File: config.mk
export PLATFORM = sky130hd
export DESIGN_NAME = tmu2_wrap_flat
export DESIGN_NICKNAME = d
export VERILOG_FILES = /design/src/rtl/tmu2_pkg.sv /design/src/rtl/tmu2_wrap_if.sv /design/src/rtl/tmu2_wrap_axis.sv /design/src/rtl/tmu2_wrap.sv /design/src/flat_wrapper.sv
export SDC_FILE = /design/constraint.sdc
export NUM_CORES = 1
export LEC_CHECK = 0
export ABC_AREA = 1
export CAP_MARGIN = 30
export CELL_PAD_IN_SITES_DETAIL_PLACEMENT = 0
export CELL_PAD_IN_SITES_GLOBAL_PLACEMENT = 1
export CORE_MARGIN = 2
export CORE_UTILIZATION = 25
export DETAILED_ROUTE_END_ITERATION = 10
export PLACE_DENSITY = 0.65
export SLEW_MARGIN = 25
export SYNTH_ARGS = -nofsm -noshare
export SYNTH_HDL_FRONTEND = slang
export SYNTH_HIERARCHICAL = 1
export SYNTH_SLANG_ARGS = --single-unit
File: constraint.sdc
create_clock -name sys_clk -period 2.1 [get_ports sys_clk]
set_input_delay 0.21 -clock sys_clk [delete_from_list [all_inputs] [get_ports sys_clk]]
set_output_delay 0.21 -clock sys_clk [all_outputs]
set_load 0.02 [all_outputs]
File: src/rtl/tmu2_pkg.sv
// Shared constants for the TMU2 texture-addressing wrap stage.
// This package holds the wrap-mode encoding and the default coordinate widths.
package tmu2_pkg;

    typedef enum logic [1:0] {
        WRAP_REPEAT = 2'b00,
        WRAP_CLAMP  = 2'b01,
        WRAP_MIRROR = 2'b10,
        WRAP_RSVD   = 2'b11
    } wrap_mode_e;

    localparam int DEF_DW = 12;
    localparam int DEF_TW = 18;

endpackage

File: src/rtl/tmu2_wrap_if.sv
// Pipeline bus of the wrap stage: upstream sample/handshake and downstream result/handshake.
// The slave modport is the wrap stage; the master modport is the surrounding pipeline.
interface tmu2_wrap_if
    import tmu2_pkg::*;
#(
    parameter int DW = DEF_DW,
    parameter int TW = DEF_TW
);

    logic                 pipe_stb_i;
    logic                 pipe_ack_o;
    logic signed [DW-1:0] dx;
    logic signed [DW-1:0] dy;
    logic signed [TW-1:0] tx;
    logic signed [TW-1:0] ty;
    logic        [TW-1:0] tex_hmask;
    logic        [TW-1:0] tex_vmask;
    logic        [1:0]    hmode;
    logic        [1:0]    vmode;

    logic                 pipe_stb_o;
    logic                 pipe_ack_i;
    logic signed [DW-1:0] dx_f;
    logic signed [DW-1:0] dy_f;
    logic        [TW-1:0] tx_m;
    logic        [TW-1:0] ty_m;
    logic                 oor_x;
    logic                 oor_y;

    modport slave (
        input  pipe_stb_i, dx, dy, tx, ty, tex_hmask, tex_vmask, hmode, vmode, pipe_ack_i,
        output pipe_ack_o, pipe_stb_o, dx_f, dy_f, tx_m, ty_m, oor_x, oor_y
    );

    modport master (
        output pipe_stb_i, dx, dy, tx, ty, tex_hmask, tex_vmask, hmode, vmode, pipe_ack_i,
        input  pipe_ack_o, pipe_stb_o, dx_f, dy_f, tx_m, ty_m, oor_x, oor_y
    );

endinterface

File: src/rtl/tmu2_wrap_axis.sv
// One texel axis of the wrap stage: classifies the coordinate against the mask in stage 1
// and produces the wrapped coordinate plus out-of-range flag in stage 2.
module tmu2_wrap_axis
    import tmu2_pkg::*;
#(
    parameter int TW = DEF_TW
) (
    input  logic                 clk,
    input  logic                 rst,
    input  logic signed [TW-1:0] i_c,
    input  logic        [TW-1:0] i_m,
    input  logic        [1:0]    i_mode,
    input  logic                 i_en_p1,
    input  logic                 i_en_p2,
    output logic        [TW-1:0] o_res,
    output logic                 o_oor,
    output logic                 o_clamp_evt
);

    logic [TW-1:0] w_c;
    logic          w_neg;
    logic          w_over;
    logic          w_per;

    logic [TW-1:0] r_c_p1;
    logic [TW-1:0] r_m_p1;
    logic [1:0]    r_mode_p1;
    logic          r_neg_p1;
    logic          r_over_p1;
    logic          r_per_p1;

    logic [TW-1:0] r_res_p2;
    logic          r_oor_p2;

    // Mirror relies on two's complement: the period bit of a negative coordinate
    // already has the right parity, so -1 reflects to 0 without special casing.
    function automatic logic [TW-1:0] wrap_result(
        input logic [TW-1:0] c,
        input logic [TW-1:0] m,
        input logic [1:0]    mode,
        input logic          neg,
        input logic          over,
        input logic          per
    );
        logic [TW-1:0] res;
        case (mode)
            WRAP_CLAMP:  res = neg ? '0 : (over ? m : c);
            WRAP_MIRROR: res = per ? (~c & m) : (c & m);
            default:     res = c & m;
        endcase
        return res;
    endfunction

    assign w_c    = $unsigned(i_c);
    assign w_neg  = w_c[TW-1];
    assign w_over = ~w_neg & (|(w_c & ~i_m));
    assign w_per  = |(w_c & (i_m + TW'(1)));

    always_ff @(posedge clk or posedge rst) begin
        if (rst) begin
            r_c_p1    <= '0;
            r_m_p1    <= '0;
            r_mode_p1 <= '0;
            r_neg_p1  <= 1'b0;
            r_over_p1 <= 1'b0;
            r_per_p1  <= 1'b0;
            r_res_p2  <= '0;
            r_oor_p2  <= 1'b0;
        end else begin
            // stage 1: capture coordinate, mask, mode and classification
            if (i_en_p1) begin
                r_c_p1    <= w_c;
                r_m_p1    <= i_m;
                r_mode_p1 <= i_mode;
                r_neg_p1  <= w_neg;
                r_over_p1 <= w_over;
                r_per_p1  <= w_per;
            end
            // stage 2: wrapped coordinate and out-of-range flag
            if (i_en_p2) begin
                r_res_p2 <= wrap_result(r_c_p1, r_m_p1, r_mode_p1, r_neg_p1, r_over_p1, r_per_p1);
                r_oor_p2 <= r_neg_p1 | r_over_p1;
            end
        end
    end

    assign o_res       = r_res_p2;
    assign o_oor       = r_oor_p2;
    assign o_clamp_evt = (r_mode_p1 == WRAP_CLAMP) & (r_neg_p1 | r_over_p1);

endmodule

File: src/rtl/tmu2_wrap.sv
// TMU2 texture-addressing stage: two-stage elastic pipeline applying per-axis
// repeat/clamp/mirror wrapping, with a saturating clamp-event counter.
module tmu2_wrap
    import tmu2_pkg::*;
#(
    parameter int DW = DEF_DW,
    parameter int TW = DEF_TW,
    parameter int CW = 16
) (
    input  logic          sys_clk,
    input  logic          sys_rst,
    tmu2_wrap_if.slave    bus,
    input  logic          clr_count,
    output logic          busy,
    output logic [CW-1:0] clamp_count
);

    logic                 r_vld_p1;
    logic                 r_vld_p2;
    logic signed [DW-1:0] r_dx_p1;
    logic signed [DW-1:0] r_dy_p1;
    logic signed [DW-1:0] r_dx_p2;
    logic signed [DW-1:0] r_dy_p2;
    logic        [CW-1:0] r_cnt;

    logic w_ack_p1;
    logic w_ack_p2;
    logic w_en_p1;
    logic w_en_p2;
    logic w_clamp_x;
    logic w_clamp_y;

    function automatic logic [CW-1:0] sat_inc(input logic [CW-1:0] v);
        return (&v) ? v : v + CW'(1);
    endfunction

    // A stage can accept when it is empty or its content leaves this cycle.
    assign w_ack_p2 = ~r_vld_p2 | bus.pipe_ack_i;
    assign w_ack_p1 = ~r_vld_p1 | w_ack_p2;
    assign w_en_p1  = bus.pipe_stb_i & w_ack_p1;
    assign w_en_p2  = r_vld_p1 & w_ack_p2;

    always_ff @(posedge sys_clk or posedge sys_rst) begin
        if (sys_rst) begin
            r_vld_p1 <= 1'b0;
            r_vld_p2 <= 1'b0;
            r_dx_p1  <= '0;
            r_dy_p1  <= '0;
            r_dx_p2  <= '0;
            r_dy_p2  <= '0;
            r_cnt    <= '0;
        end else begin
            // stage 1
            if (w_ack_p1) r_vld_p1 <= bus.pipe_stb_i;
            if (w_en_p1) begin
                r_dx_p1 <= bus.dx;
                r_dy_p1 <= bus.dy;
            end
            // stage 2
            if (w_ack_p2) r_vld_p2 <= r_vld_p1;
            if (w_en_p2) begin
                r_dx_p2 <= r_dx_p1;
                r_dy_p2 <= r_dy_p1;
            end
            if (clr_count)
                r_cnt <= '0;
            else if (w_en_p2 && (w_clamp_x || w_clamp_y))
                r_cnt <= sat_inc(r_cnt);
        end
    end

    tmu2_wrap_axis #(.TW(TW)) u_axis_x (
        .clk         (sys_clk),
        .rst         (sys_rst),
        .i_c         (bus.tx),
        .i_m         (bus.tex_hmask),
        .i_mode      (bus.hmode),
        .i_en_p1     (w_en_p1),
        .i_en_p2     (w_en_p2),
        .o_res       (bus.tx_m),
        .o_oor       (bus.oor_x),
        .o_clamp_evt (w_clamp_x)
    );

    tmu2_wrap_axis #(.TW(TW)) u_axis_y (
        .clk         (sys_clk),
        .rst         (sys_rst),
        .i_c         (bus.ty),
        .i_m         (bus.tex_vmask),
        .i_mode      (bus.vmode),
        .i_en_p1     (w_en_p1),
        .i_en_p2     (w_en_p2),
        .o_res       (bus.ty_m),
        .o_oor       (bus.oor_y),
        .o_clamp_evt (w_clamp_y)
    );

    assign bus.pipe_ack_o = w_ack_p1;
    assign bus.pipe_stb_o = r_vld_p2;
    assign bus.dx_f       = r_dx_p2;
    assign bus.dy_f       = r_dy_p2;
    assign busy           = r_vld_p1 | r_vld_p2;
    assign clamp_count    = r_cnt;

endmodule
File: src/flat_wrapper.sv
// flat-port wrapper written by rule: the top's interface ports become plain ports
module tmu2_wrap_flat import tmu2_pkg::*;
#(
    parameter int DW = DEF_DW,
    parameter int TW = DEF_TW,
    parameter int CW = 16
)
  (sys_clk, sys_rst, clr_count, busy, clamp_count, bus_pipe_stb_i, bus_dx, bus_dy, bus_tx, bus_ty, bus_tex_hmask, bus_tex_vmask, bus_hmode, bus_vmode, bus_pipe_ack_i, bus_pipe_ack_o, bus_pipe_stb_o, bus_dx_f, bus_dy_f, bus_tx_m, bus_ty_m, bus_oor_x, bus_oor_y);
  tmu2_wrap_if #(.DW(DW), .TW(TW)) bus_i ();
  input  logic sys_clk;
  input  logic sys_rst;
  input  logic clr_count;
  output logic busy;
  output logic [CW-1:0] clamp_count;
  input wire logic [$bits(bus_i.pipe_stb_i)-1:0] bus_pipe_stb_i;
  input wire logic [$bits(bus_i.dx)-1:0] bus_dx;
  input wire logic [$bits(bus_i.dy)-1:0] bus_dy;
  input wire logic [$bits(bus_i.tx)-1:0] bus_tx;
  input wire logic [$bits(bus_i.ty)-1:0] bus_ty;
  input wire logic [$bits(bus_i.tex_hmask)-1:0] bus_tex_hmask;
  input wire logic [$bits(bus_i.tex_vmask)-1:0] bus_tex_vmask;
  input wire logic [$bits(bus_i.hmode)-1:0] bus_hmode;
  input wire logic [$bits(bus_i.vmode)-1:0] bus_vmode;
  input wire logic [$bits(bus_i.pipe_ack_i)-1:0] bus_pipe_ack_i;
  output wire logic [$bits(bus_i.pipe_ack_o)-1:0] bus_pipe_ack_o;
  output wire logic [$bits(bus_i.pipe_stb_o)-1:0] bus_pipe_stb_o;
  output wire logic [$bits(bus_i.dx_f)-1:0] bus_dx_f;
  output wire logic [$bits(bus_i.dy_f)-1:0] bus_dy_f;
  output wire logic [$bits(bus_i.tx_m)-1:0] bus_tx_m;
  output wire logic [$bits(bus_i.ty_m)-1:0] bus_ty_m;
  output wire logic [$bits(bus_i.oor_x)-1:0] bus_oor_x;
  output wire logic [$bits(bus_i.oor_y)-1:0] bus_oor_y;
  assign bus_i.pipe_stb_i = bus_pipe_stb_i;
  assign bus_i.dx = bus_dx;
  assign bus_i.dy = bus_dy;
  assign bus_i.tx = bus_tx;
  assign bus_i.ty = bus_ty;
  assign bus_i.tex_hmask = bus_tex_hmask;
  assign bus_i.tex_vmask = bus_tex_vmask;
  assign bus_i.hmode = bus_hmode;
  assign bus_i.vmode = bus_vmode;
  assign bus_i.pipe_ack_i = bus_pipe_ack_i;
  assign bus_pipe_ack_o = bus_i.pipe_ack_o;
  assign bus_pipe_stb_o = bus_i.pipe_stb_o;
  assign bus_dx_f = bus_i.dx_f;
  assign bus_dy_f = bus_i.dy_f;
  assign bus_tx_m = bus_i.tx_m;
  assign bus_ty_m = bus_i.ty_m;
  assign bus_oor_x = bus_i.oor_x;
  assign bus_oor_y = bus_i.oor_y;
  tmu2_wrap #(.DW(DW), .TW(TW), .CW(CW)) u_core (.sys_clk(sys_clk), .sys_rst(sys_rst), .bus(bus_i), .clr_count(clr_count), .busy(busy), .clamp_count(clamp_count));
endmodule
* After elaboration in Yosys (flattened, before gate mapping)
Cells that the tools add are included.
** Cells by class
- Add/sub/neg operators :: 3
- Equality and inequality tests :: 5
- Multiplexer cells :: 11
- Bitwise operators :: 27
- Reductions and logical operators :: 9
** Operator list (count)
- bitwise AND 18 bit :: 8
- two-way mux 18 bit :: 6
- inverter 18 bit :: 4
- one-hot mux 18 bit (2 select lines) :: 2
- OR reduction 18 bit :: 4
- two-way mux 16 bit :: 3
- adder 18 x 1 -> 18 bit, second input constant :: 2
- adder 16 x 1 -> 16 bit, second input constant :: 1
- AND reduction 16 bit :: 1
- bitwise AND 1 bit :: 6
- OR 1 bit :: 5
- equality test 2 x 1 -> 1 bit, second input constant :: 2
- equality test 2 bit, second input constant :: 2
- inverter 1 bit :: 4
- != test 2 bit, second input constant :: 1
- AND reduction 2 bit :: 1
- nonzero test 2 bit :: 1
- logical AND 1 bit :: 1
- logical OR 1 bit :: 1
** Word-level totals
- Bits in registers :: 186
- Bits of input ports :: 105
- Logic and storage cells :: 78

* Longest topological paths before layout
Gate-level depths: netlist of the first run.
- Depth in word-level cells :: 6
- Gate-level depth with buffers :: 15

* Modules after synthesis
Netlist of the first run, hierarchy kept.
** Modules (own cells, without submodules)
- tmu2_wrap_axis :: times used 2, cells an instance 477, area each 3445.8 µm², sequential area each 1476.4 µm²
- tmu2_wrap :: times used 1, cells an instance 367, area each 2922.8 µm², sequential area each 1651.6 µm²

* Worst setup path after synthesis of the first run
No wires, ideal clock.
- Path type :: register -> register
- From :: register u_core.r_vld_p2, in the netlist u_core/bus.pipe_stb_o
- To :: register u_core.u_axis_x.r_per_p1
- Setup time :: 0.117 ns
- Arrival :: 2.061 ns
- Data required time :: 1.983 ns
- Slack :: -0.078 ns
- Stages on the path, launching flop included :: 15
- Cells stage by stage :: dfrtp_1 > nand3_1 > nand2_1 > inv_2 > buf_2 > buf_2 > nand3_1 > nor2_1 > nand2_1 > nor2_1 > nand3_1 > nor2_1 > nand2_1 > nor2_1 > nor2_1
** Between the ends
- Word-level cells in the longest chain between the ends :: 4
** RTL lines
- start, declared :: RTL line tmu2_wrap.sv:19 : logic r_vld_p2;
- start signal, assigned :: RTL line tmu2_wrap.sv:60 : if (w_ack_p2) r_vld_p2 <= r_vld_p1;
- inverter 1 bit :: RTL line tmu2_wrap.sv:38 : assign w_ack_p2 = ~r_vld_p2 | bus.pipe_ack_i;
- OR 1 bit :: RTL line tmu2_wrap.sv:38
- OR 1 bit :: RTL line tmu2_wrap.sv:39 : assign w_ack_p1 = ~r_vld_p1 | w_ack_p2;
- named net bus_pipe_ack_o :: RTL line flat_wrapper.sv:25 : output wire logic [$bits(bus_i.pipe_ack_o)-1:0] bus_pipe_ack_o;
- bitwise AND 1 bit :: RTL line tmu2_wrap.sv:40 : assign w_en_p1 = bus.pipe_stb_i & w_ack_p1;
- named net u_core.w_en_p1 :: RTL line tmu2_wrap.sv:28 : logic w_en_p1;
- end signal, assigned :: RTL line tmu2_wrap_axis.sv:77 : r_per_p1 <= w_per;
- end, declared :: RTL line tmu2_wrap_axis.sv:30 : logic r_per_p1;
The timed path passes the listed nets, and every way through them passes these cells.
A chain may end at the register's enable or synchronous reset.

* Worst setup path in the final report of the first run
- From :: register u_core.r_vld_p2, in the netlist u_core/bus.pipe_stb_o
- To :: output port busy
** Between the ends
- Word-level cells in the longest chain between the ends :: 1
** RTL lines
- OR 1 bit :: RTL line tmu2_wrap.sv:102 : assign busy = r_vld_p1 | r_vld_p2;
- end, declared :: RTL line flat_wrapper.sv:13 : output logic busy;
No other way between the ends.

==> results.toml, run 1 <==
[outcome]
status = "completed"

[sta]
finalSetupViolCount = 0
hold_violations = 0
tightest_slew_ps = 680
skew_ps = 9.13
rsz0062_at_grt = "false"
final_max_slew_viol_count = 0
timing.final.crit_share_pct = 91.7
relSlewSlack_pct = 54.6
max_freq_mhz = 519
period_needed_ps = 1930

[place]
dpl_cell_area_sq_mm = 0.0124
gp_congestion = 0.829
io_buffers = 185
dp_hpwl_um = 24000

[critical_path]
critPathBufInv = 1
startpoint_type = "flop"
crit_type = "flop to output pin"
path_cells = "or2_2 > clkdlybuf4s50_1"
cp.arrival_ps = 1720
cpLargestDelayFamily = "buffers and inverters"
cpMaxStageDelayCell = "clkdlybuf4s50_1"
critPathMaxFanout = 5
cp.required_ps = 1890
cp_slowest_stage_delay_ps = 540
critPathCaptureType = "output pin"

[detailed_routing]
drt_iter0_drc = 622
post_drt_wl_per_cell_um = 15.8
wl_met3_um = 1270
dr_wl_met2_um = 13800
wl_met1_um = 16700
num_vias = 9288
drt_first_pass_iters = 4
vias_per_cell = 4.56
drt-total-wl_um = 32200
top_layer = "met4"
ant_nets = 0
drcViolationCount = 0

[synthesis]
ys_seq_area_share_pct = 46.9
synth_warnings = 6
netlist.top_cell.by_area = "dfrtp_1"
avgSynthCellArea_sq_um = 7.43
synth_top_area_share_pct = 46.9
synthFlopType = "dfrtp_1"
synth_area_leaders = "dfrtp_1 47%, nand2_1 16%, nor2_1 5.4%"
ys_ff_latch = 184
synth-edff-count = 0
ys_types = 36
synth_commonest_cells = "421 x nand2_1, 184 x dfrtp_1, 141 x nor2_1"
yosysMostFrequentCell = "nand2_1"
syn-instance-count = 1321
syn_area_sq_mm = 0.00981
synthArstFlopShare_pct = 100
syn-num-nets = 1433

[power]
power_w = 0.0115
ir_worst_vdd_v = 0.000571
power_density_mw_per_mm2 = 885
p_leak_nw = 5.78

[clock_network]
cts.sinks = 184
cts_resized = 0
cts-root-buf = "clkbuf_16"
numCtsBuffers = 17
post_cts_buffers = 0
cts_hold_buf = 0
htreeDepth = 4
cts_tree = "built"
clkTransAtPathRegs_ps = 70
cts_buffer_depth = 2
clk-insertion-delay-late_ps = 430

[global_routing]
grt_usage_pct = 15.9
antenna_found_initial = 0
grt_overflow_total = 0
grt_pass1_wl_um = 51600
grt_pass1_vias = 9073
grt_max_degree = 97

[finish]
drive_gt1_share_pct = 8.44
postLayoutCellArea_sq_mm = 0.0130
area_delta_synth_final_pct = 32.7
antenna_cells = 0
fillCellCount = 4181
nets = 1617

[floorplanning]
io_pins = 186
die_area_sq_mm = 0.0409
start_util_pct = 25.3
coreArea_sq_mm = 0.0387
rows = 72
dieWidth_um = 202
die_h_um = 202

[run]
maxCapViolCount = 0

[min_path]
hold_path.class = "primary input to async pin"
metal layers:
metal	vias to the layer above	GRT usage [%]
met3	20	2.32
met1	4328	24.2
met4	0	3.68
met5	-	0
met2	213	23.4
li1	4727	-
cell usage in the layout (no fill, tap or decap), types with 17 or more instances in the layout:
cell type,n
dfrtp_1,184
clkdlybuf4s50_1,185
nand3_1,68
inv_1,102
clkbuf_16,17
nand2_1,421
nand4_1,47
o22ai_1,34
buf_4,38
a31oi_1,68
nor2_1,141
o21ai_0,93
path summary, 6_finish.rpt:
kind | endpoint | startpoint | cells after the start | slack, ps
hold reg to reg | u_core/bus.dx_f[5]$_DFFE_PP0P_ | u_core/bus.dx_f[5]$_DFFE_PP0P_ | 2 | 470
hold / removal | u_core/u_axis_x/o_res[3]$_DFFE_PP0P_ | sys_rst | 3 | 270
min in group sys_clk | u_core/r_dx_p1[3]$_DFFE_PP0P_ | bus_dx[3] | 3 | 320
max in group asynchronous | u_core/bus.dy_f[10]$_DFFE_PP0P_ | sys_rst | 3 | 1520
setup / recovery | busy | u_core/bus.pipe_stb_o$_DFFE_PP0P_ | 2 | 170
setup reg to reg | u_core/u_axis_x/o_res[10]$_DFFE_PP0P_ | u_core/u_axis_x/r_mode_p1[0]$_DFFE_PP0P_ | 7 | 310
worst min-delay path: stages:
cell	delay, ps
clkdlybuf4s50_1	490
inv_2	110
buf_12	280
layout make-up:
cell class	count	area [sq um]	area share (%)
Tap cell	518	648	4.98
Inverter	122	459	3.53
Multi-Input combinational cell	951	4470	34.3
Timing Repair Buffer	229	2260	17.3
Clock buffer	20	447	3.43
Sequential cell	184	4600	35.4
Clock inverter	11	139	1.07
metrics by stage:
stage                     cells  hold WS, ps  setup WS [ps]  utilization [%]  setup TNS (ps)
after floorplan            1321          320           40.1                -               0
after global placement     2004          454           25.0             32.1               0
after detailed placement   2004          458          -34.6             32.1           -34.6
after CTS                  2035          291            137             33.6               0
after global routing       2035          316           71.1             33.6               0
final                      2035          273            174             33.6               0
power by group:
part           internal [W]  switching (W)
clock network       0.00181        0.00149
logic               0.00148        0.00214
registers           0.00418       0.000426
total               0.00747        0.00406
flip-flops by register name (all words and copies together) (netlist names), 2 cells and up:
signal                     cells
u_core/clamp_count            16
u_core/u_axis_x/r_m_p1        18
u_core/u_axis_y/r_mode_p1      2
u_core/u_axis_y/r_m_p1        18
u_core/u_axis_x/r_c_p1        18
u_core/bus.dy_f               12
u_core/r_dy_p1                12
u_core/u_axis_y/r_c_p1        18
u_core/r_dx_p1                12
u_core/bus.dx_f               12
u_core/u_axis_x/o_res         18
u_core/u_axis_x/r_mode_p1      2
u_core/u_axis_y/o_res         18
kinds of logic (layout without fill, tap and decap cells):
family / after synthesis / in the layout / synth area share (%)
flops: 184 / 184 / 46.9
fa+ha+maj: 7 / 7 / 0.892
simple gates: 715 / 715 / 30.8
buf+inv: 186 / 382 / 7.61
xor+xnor: 4 / 4 / 0.357
compound gates: 225 / 225 / 13.4
Note: power is estimated with default switching activity, not from simulation.
==> run 2: changes to the inputs <==
Settings changed: CORE_UTILIZATION 25 to 38, PLACE_DENSITY 0.65 to 0.89.
==> results.toml, run 2 (synthesized netlist as in run 1, its figures left out) <==
[outcome]
status = "completed"

[floorplanning]
die_h_um = 165
io_pins = 186
dieWidth_um = 165
rows = 58
start_util_pct = 38.9
coreArea_sq_mm = 0.0253
die_area_sq_mm = 0.0271

[power]
ir_worst_vdd_v = 0.000642
power_density_mw_per_mm2 = 897
p_leak_nw = 5.74

[critical_path]
critPathMaxFanout = 5
cp_slowest_stage_delay_ps = 540
cp.required_ps = 1890
cpMaxStageDelayCell = "clkdlybuf4s50_1"
crit_type = "flop to output pin"
path_cells = "or2_2 > clkdlybuf4s50_1"
cp.arrival_ps = 1700
cpLargestDelayFamily = "buffers and inverters"
critPathCaptureType = "output pin"
startpoint_type = "flop"
critPathBufInv = 1

[finish]
area_delta_synth_final_pct = 29.6
multiInputGateArea_sq_mm = 0.00447
layout_common_cells = "421 x nand2_1, 185 x clkdlybuf4s50_1, 184 x dfrtp_1, 141 x nor2_1, 102 x inv_1"
regArea_sq_mm = 0.00460
nets = 1607
final_common_cell = "nand2_1"
antenna_cells = 0
drive_gt1_share_pct = 8.02
fillCellCount = 2472

[sta]
final_max_slew_viol_count = 0
rsz0062_at_grt = "false"
timing.final.crit_share_pct = 91.0
relSlewSlack_pct = 48.9
finalSetupTns_ps = 0
fin_worst_hold_slack_ps = 293
period_needed_ps = 1910
tightest_slew_ps = 766
hold_violations = 0
skew_ps = 11.7
finalSetupViolCount = 0
max_freq_mhz = 524

[detailed_routing]
drt-total-wl_um = 27800
post_drt_wl_per_cell_um = 15.1
ant_nets = 0
drt_iter0_drc = 889
drcViolationCount = 0
num_vias = 9413
vias_per_cell = 5.12
drt_first_pass_iters = 5

[global_routing]
grt_overflow_total = 0
grt_usage_pct = 20.9
grt_max_degree = 77
grt_pass1_wl_um = 45000
antenna_found_initial = 0
grt_pass1_vias = 8601

[clock_network]
cts_hold_buf = 0
cts.sinks = 184
cts-root-buf = "clkbuf_16"
cts_tree = "built"
cts_buffer_depth = 2
cts_resized = 0
htreeDepth = 4
clkTransAtPathRegs_ps = 70
post_cts_buffers = 0
clk-insertion-delay-late_ps = 430
numCtsBuffers = 17

[place]
dp_hpwl_um = 20900
io_buffers = 185
gp_congestion = 0.856

[run]
maxCapViolCount = 0

[min_path]
hold_path.class = "primary input to async pin"
[run 2: cell types whose count changed in the layout (fill, tap and decap cells not counted), moves of 2 or more]
cell,before,now
buf_4,38,29
inv_8,2,4
clkbuf_1,2,0
clkinvlp_4,1,3
clkinv_2,2,0
[run 2: worst paths after layout]
check | endpoint | start | slack (ps) | depth (start not counted)
min in group sys_clk | u_core/r_dx_p1[0]$_DFFE_PP0P_ | bus_dx[0] | 330 | 3
setup reg to reg | u_core/u_axis_y/o_res[6]$_DFFE_PP0P_ | u_core/u_axis_y/r_mode_p1[0]$_DFFE_PP0P_ | 280 | 7
hold / removal | u_core/u_axis_x/r_c_p1[2]$_DFFE_PP0P_ | sys_rst | 290 | 3
setup / recovery | busy | u_core/bus.pipe_stb_o$_DFFE_PP0P_ | 190 | 2
hold reg to reg | u_core/bus.dx_f[9]$_DFFE_PP0P_ | u_core/r_dx_p1[9]$_DFFE_PP0P_ | 470 | 2
max in group asynchronous | u_core/bus.dy_f[8]$_DFFE_PP0P_ | sys_rst | 1490 | 3
[run 2: through the flow]
stage	utilization, %	area, sq um	power [W]	setup slack [ps]	cells
2_1_floorplan	-	9820	0.00654	40.1	1321
3_3_place_gp	48.0	12100	0.00813	73.6	1806
3_5_place_dp	48.0	12100	0.00820	58.8	1806
4_1_cts	50.4	12700	0.0115	163	1838
5_1_grt	50.4	12700	0.0121	93.4	1838
6_report	50.4	12700	0.0114	190	1838
[run 2: power breakdown]
group / internal [W] / leakage, nW / switching [W]
Clock: 0.00181 / 0.289 / 0.00148
Sequential: 0.00418 / 2.26 / 0.000411
Combinational: 0.00147 / 3.18 / 0.00207
Total: 0.00745 / 5.74 / 0.00395
[run 2: worst reg2reg max path, stage by stage, from the launching register on]
cell and delay (ps):
dfrtp_1 350, inv_1 60, ha_1 420, a21oi_2 350, buf_4 240, o22ai_1 90
nand2_1 100, a31oi_1 90
[run 2: cell type report]
class	count	share of cell area, %
flip-flops and latches	184	36.2
multi-input cells	951	35.1
repair buffers	219	17.1
inverters	122	3.60
clock buffers	17	3.34
well taps	330	3.25
clock inverters	15	1.42
[run 2: routing by layer]
layer / share of wire (%) / global-route usage, %
met5: 0 / 0
met1: 50 / 31.8
met4: 1.3 / 5.77
met3: 6.8 / 3.19
met2: 42 / 30.8
